===== src/rtl/game_pkg.sv =====
// Shared constants for the colour-matching game: phase encodings on the step bus,
// square identifiers and the target-selection LFSR definition.
package game_pkg;

    localparam logic [2:0] ST_IDLE   = 3'b000;
    localparam logic [2:0] ST_LOAD   = 3'b001;
    localparam logic [2:0] ST_SHOW   = 3'b010;
    localparam logic [2:0] ST_PLAY   = 3'b011;
    localparam logic [2:0] ST_RESULT = 3'b100;
    localparam logic [2:0] ST_OVER   = 3'b101;

    localparam logic [2:0] kare0 = 3'b000;
    localparam logic [2:0] kare1 = 3'b001;
    localparam logic [2:0] kare2 = 3'b010;
    localparam logic [2:0] kare3 = 3'b011;

    localparam logic [7:0] LFSR_SEED = 8'hA5;
    // x^8 + x^6 + x^5 + x^4 + 1 -> feedback from bits 7, 5, 4, 3
    localparam logic [7:0] LFSR_TAPS = 8'hB8;

    function automatic logic [7:0] lfsr_next(input logic [7:0] q);
        return {q[6:0], ^(q & LFSR_TAPS)};
    endfunction

endpackage


===== src/rtl/game_lfsr.sv =====
// Free-running 8-bit Fibonacci LFSR; the seed is non-zero so it never locks up.
module game_lfsr
    import game_pkg::*;
(
    input  logic       i_clk,
    input  logic       i_rst,
    output logic [7:0] o_lfsr
);

    logic [7:0] r_lfsr;

    always_ff @(posedge i_clk) begin
        if (i_rst) begin
            r_lfsr <= LFSR_SEED;
        end else begin
            r_lfsr <= lfsr_next(r_lfsr);
        end
    end

    assign o_lfsr = r_lfsr;

endmodule


===== src/rtl/game_round_sequencer.sv =====
// Round controller: sequences load/show/play/result phases, judges confirms against
// the cursor and tracks score, round and lives.
module game_round_sequencer
    import game_pkg::*;
#(
    parameter int unsigned SHOW_CYCLES   = 25_000_000,
    parameter int unsigned PLAY_CYCLES   = 75_000_000,
    parameter int unsigned RESULT_CYCLES = 12_500_000,
    parameter int unsigned MAX_ROUNDS    = 10,
    parameter int unsigned START_LIVES   = 3,
    parameter int unsigned TIMER_W       = 27
) (
    input  logic       clk25MHz,
    input  logic       rst,
    input  logic       start,
    input  logic       confirm,
    input  logic [2:0] cursor,
    output logic [2:0] step,
    output logic [2:0] variety,
    output logic [7:0] score,
    output logic [3:0] round,
    output logic [1:0] lives,
    output logic       hit,
    output logic       game_over
);

    localparam logic [TIMER_W-1:0] SHOW_LAST   = TIMER_W'(SHOW_CYCLES - 1);
    localparam logic [TIMER_W-1:0] PLAY_LAST   = TIMER_W'(PLAY_CYCLES - 1);
    localparam logic [TIMER_W-1:0] RESULT_LAST = TIMER_W'(RESULT_CYCLES - 1);
    localparam logic [3:0]         ROUND_LAST  = 4'(MAX_ROUNDS);
    localparam logic [1:0]         LIVES_INIT  = 2'(START_LIVES);

    logic [2:0]         r_state;
    logic [TIMER_W-1:0] r_timer;
    logic               r_start_q;
    logic               r_confirm_q;
    logic [2:0]         r_variety;
    logic [7:0]         r_score;
    logic [3:0]         r_round;
    logic [1:0]         r_lives;
    logic               r_hit;
    logic               r_game_over;

    logic [7:0] w_lfsr;
    logic       w_unused_lfsr;
    logic       w_start_ev;
    logic       w_confirm_ev;
    logic [2:0] w_cand;
    logic [2:0] w_cand_next;

    game_lfsr u_lfsr (
        .i_clk  (clk25MHz),
        .i_rst  (rst),
        .o_lfsr (w_lfsr)
    );

    assign w_unused_lfsr = ^w_lfsr[7:2];
    assign w_start_ev    = start & ~r_start_q;
    assign w_confirm_ev  = confirm & ~r_confirm_q;
    assign w_cand        = {1'b0, w_lfsr[1:0]};
    assign w_cand_next   = {1'b0, w_cand[1:0] + 2'd1};

    always_ff @(posedge clk25MHz) begin
        if (rst) begin
            r_state     <= ST_IDLE;
            r_timer     <= '0;
            r_start_q   <= 1'b0;
            r_confirm_q <= 1'b0;
            r_variety   <= kare0;
            r_score     <= '0;
            r_round     <= '0;
            r_lives     <= LIVES_INIT;
            r_hit       <= 1'b0;
            r_game_over <= 1'b0;
        end else begin
            r_start_q   <= start;
            r_confirm_q <= confirm;
            case (r_state)
                ST_IDLE: begin
                    if (w_start_ev) begin
                        r_score <= '0;
                        r_lives <= LIVES_INIT;
                        r_round <= '0;
                        r_state <= ST_LOAD;
                    end
                end
                ST_LOAD: begin
                    // Bump a repeated target to the next square, except on the first round.
                    if (w_cand == r_variety && r_round != 4'd0) begin
                        r_variety <= w_cand_next;
                    end else begin
                        r_variety <= w_cand;
                    end
                    r_round <= r_round + 4'd1;
                    r_timer <= '0;
                    r_state <= ST_SHOW;
                end
                ST_SHOW: begin
                    if (r_timer == SHOW_LAST) begin
                        r_timer <= '0;
                        r_state <= ST_PLAY;
                    end else begin
                        r_timer <= r_timer + TIMER_W'(1);
                    end
                end
                ST_PLAY: begin
                    // A confirm takes priority over a timeout landing on the same cycle.
                    if (w_confirm_ev) begin
                        r_timer <= '0;
                        r_state <= ST_RESULT;
                        if (cursor == r_variety) begin
                            r_hit <= 1'b1;
                            if (r_score != 8'hFF) begin
                                r_score <= r_score + 8'd1;
                            end
                        end else begin
                            r_hit <= 1'b0;
                            if (r_lives != 2'd0) begin
                                r_lives <= r_lives - 2'd1;
                            end
                        end
                    end else if (r_timer == PLAY_LAST) begin
                        r_timer <= '0;
                        r_state <= ST_RESULT;
                        r_hit   <= 1'b0;
                        if (r_lives != 2'd0) begin
                            r_lives <= r_lives - 2'd1;
                        end
                    end else begin
                        r_timer <= r_timer + TIMER_W'(1);
                    end
                end
                ST_RESULT: begin
                    if (r_timer == RESULT_LAST) begin
                        r_timer <= '0;
                        if (r_lives == 2'd0 || r_round == ROUND_LAST) begin
                            r_state     <= ST_OVER;
                            r_game_over <= 1'b1;
                        end else begin
                            r_state <= ST_LOAD;
                        end
                    end else begin
                        r_timer <= r_timer + TIMER_W'(1);
                    end
                end
                ST_OVER: begin
                    if (w_start_ev) begin
                        r_game_over <= 1'b0;
                        r_score     <= '0;
                        r_lives     <= LIVES_INIT;
                        r_round     <= '0;
                        r_state     <= ST_LOAD;
                    end
                end
                default: begin
                    r_state <= ST_IDLE;
                end
            endcase
        end
    end

    assign step      = r_state;
    assign variety   = r_variety;
    assign score     = r_score;
    assign round     = r_round;
    assign lives     = r_lives;
    assign hit       = r_hit;
    assign game_over = r_game_over;

endmodule


===== config.mk =====
export PLATFORM = sky130hd
export DESIGN_NAME = game_round_sequencer
export DESIGN_NICKNAME = d
export VERILOG_FILES = /design/src/rtl/game_pkg.sv /design/src/rtl/game_lfsr.sv /design/src/rtl/game_round_sequencer.sv
export SDC_FILE = /design/constraint.sdc
export NUM_CORES = 1
export LEC_CHECK = 0
export CORE_MARGIN = 5
export CORE_UTILIZATION = 55
export DETAILED_ROUTE_END_ITERATION = 8
export PLACE_DENSITY = 0.83
export SYNTH_ARGS = -nofsm -noshare
export SYNTH_HDL_FRONTEND = slang
export SYNTH_SLANG_ARGS = --single-unit

===== constraint.sdc =====
create_clock -name clk25MHz -period 4.5 [get_ports clk25MHz]
set_input_delay 0.9 -clock clk25MHz [delete_from_list [all_inputs] [get_ports clk25MHz]]
set_output_delay 0.9 -clock clk25MHz [all_outputs]
set_load 0.01 [all_outputs]

==> out/qor.txt <==
outcome = finished, final reports clean
Final Hold Viols = 0
XOR/XNOR Fraction of Synth Area = 0.07721
dpl ws = 1.446 ns
ys flop type = dfxtp_1
Critical Path End = score[7]$_SDFFE_PP0P_
synthesized-area fraction occupied by and/or/nand/nor cells = 0.3239
Synth Area in Compound Gates = 0.1225
layout cell share with drive strength beyond 1 = 0.08947
chip height = 84.63 um
Initial Utilization = 0.5597
number of antenna violations at the first check in global routing = 0
antenna-violating nets left = 0
CP bufs+invs = 1
maximum vdd drop = 0.2822 mV
Avg Inst Size Synth = 8.628 um2
PortBufs = 27
drt initial violations = 214
portion of netlist area occupied by mux cells = 0.02778
fmax = 371.0 MHz
CTS sink cnt = 58
critical path data required time = 4.72 ns
Max-Cap Viols = 0
WP data arrival = 2.91 ns
syn nets = 368
Adder-Cell Fraction of Synth Area = 0.02451
largest family of logic cells by synthesized area = simple AND/OR/NAND/NOR gates
nets = 388
EDFF count, synth = 0
Period minus WS final = 2.695 ns
Setup crit end kind = register
Post-synth ARST share = 0
vias in the first global route = 2371
DIE AREA = 7161 um2
period utilization = 0.5990
cell family with most CP delay = simple AND/OR/NAND/NOR gates
largest net degree at the start of global routing = 39
Die Wd = 84.63 um
post_cts resized = 0
# DRC = 0
final HPWL from detailed placement = 4763 um
setup ws final = 1.805 ns
most frequent cell after synthesis = dfxtp_1
min-delay worst type = reg2reg
ANT cells = 0
row count = 27
Clock Tree Root = clkbuf_8
Crit-path slowest cell = or4_4
critical path, cell by cell = clkdlybuf4s50_1, or3b_1, or4_4, o21ai_4, and3b_1, xnor2_1, nor2_1
Slew HR = 0.4674
sequential element share of the synthesized area = 0.3791
Clock Latency Late Sink = 0.34 ns
Synth area leaders = dfxtp_1 38%, nor2_1 5.5%, xor2_1 5.4%
CTS tree = built
FF-to-FF setup slack = 2.18 ns
Startpoint Class = input port
FF-to-FF Start = r_timer[0]$_SDFFE_PP0P_
FF-to-FF End = r_timer[7]$_SDFFE_PP0P_
RSZ-0062 raised after global routing = no
Levels on crit path = 7
cell taking the most area after synthesis = dfxtp_1
crit path launch = confirm
vias per cell = 5.814
min-delay src = u_lfsr.o_lfsr[6]$_SDFF_PP0_
boundary pin count = 29
first-pass GRT wire length = 11320 um
post-synth cell types = 63
Layout area overhead = 15.24%
post-route clock skew = 0.005853 ns
CP max FO = 9
Routed WL = 6772 um
worst-margin pin slew = 0.7959 ns
Post-CTS Setup Bufs = 0
Clock transition at path regs = 0.06 ns
CTS Buf Count = 9
critical path type = in2reg
Cell Pwr Density = 414.9 nW/um2
TritonRoute pass-1 iters = 4
R2R cell count = 7
Core Box Area = 5473 um2
drt wl/cell = 14.98 um
gr usage total = 0.1961
deepest clock path buffer count = 2
Yosys top cell area share = 0.3791
Placed Area = 3334 um2
fin area = 3530 um2
cells after synthesis = 355
Seq cells post-synth = 58
Post-Route Utilization = 0.6449
final setup fails = 0
setup tns final = 0 ns
H-Tree Depth = 3
Fillers = 464
Mapped Area = 3063 um2
Syn. warnings = 0
commonest cells in the netlist = 58 x dfxtp_1, 45 x nor2_1, 22 x nand2_1
GRT overflow = 0
crit-path max cell delay = 0.53 ns
leakage power = 1.306 nW
# hold bufs at CTS = 0
global placement routability congestion = 0.8718
Final Max Tran Viols = 0
Vias = 2628
-- flip-flops by register name, indices dropped and copies added (netlist names), 2 cells and up --
| signal | cells |
|---|---|
| lives | 2 |
| r_timer | 27 |
| round | 4 |
| score | 8 |
| step | 3 |
| u_lfsr.o_lfsr | 8 |
| variety | 2 |
-- cell usage in the layout, fill, tap and decap left out, types with 10 or more instances in the layout --
cell	netlist	layout
nor2_1	45	45
xor2_1	19	19
nand4_1	16	16
inv_1	10	10
nand3_1	21	21
nand2_1	22	22
clkdlybuf4s50_1	0	27
nor2b_1	14	14
dfxtp_1	58	58
clkbuf_8	0	10
a21oi_1	14	14
-- worst min path at each step --
stage / to / cells after the start
after floorplan: u_lfsr.o_lfsr[7]$_SDFF_PP1_ / 1
after global placement: u_lfsr.o_lfsr[7]$_SDFF_PP1_ / 1
after detailed placement: u_lfsr.o_lfsr[7]$_SDFF_PP1_ / 1
after CTS: u_lfsr.o_lfsr[7]$_SDFF_PP1_ / 1
after global routing: u_lfsr.o_lfsr[7]$_SDFF_PP1_ / 1
final: u_lfsr.o_lfsr[7]$_SDFF_PP1_ / 1
-- cells by family (layout without fill, tap and decap cells) --
kind of cell,Yosys count,count (layout)
simple gates,176,176
fa+ha+maj,6,6
flops,58,58
other cells,1,1
xor+xnor,27,27
mux,8,8
compound gates,50,50
buf+inv,29,54
-- final cells by class --
class	count	area (um2)	area share
clock buffer	11	141.4	0.04006
clock inverter	5	53.80	0.01524
inverter	10	37.54	0.01063
tap	72	90.09	0.02552
sequential	58	1161	0.3290
multi-input combinational	268	1768	0.5009
timing repair buffer	28	277.8	0.07870
-- report_power, final --
part           switching [W]  leakage [nW]  total, W  internal [W]
Combinational       0.000225         0.731  0.000385      0.000161
Sequential         0.0000526         0.472  0.000602      0.000550
Clock               0.000208         0.103  0.000477      0.000269
Total               0.000485          1.31   0.00146      0.000979
-- metrics by stage --
step / hold slack [ns] / cells / power (W)
finish: 0.4308 / 452 / 0.001465
global route: 0.4534 / 452 / 0.001547
CTS: 0.4342 / 452 / 0.001473
detailed placement: 0.4070 / 436 / 0.0009976
global placement: 0.3948 / 436 / 0.0009867
floorplan: 0.3895 / 355 / 0.0008918
-- metal layers --
layer | vias up | global-route usage | routed length, um | share of wire
met3 | 10 | 0.04416 | 296 | 0.044
li1 | 1303 | - | - | -
met1 | 1263 | 0.2574 | 3079 | 0.45
met2 | 52 | 0.3068 | 3306 | 0.49
met5 | - | 0 | 0 | 0
met4 | 0 | 0.08921 | 89 | 0.013
Power figures use the tool's default switching activity.
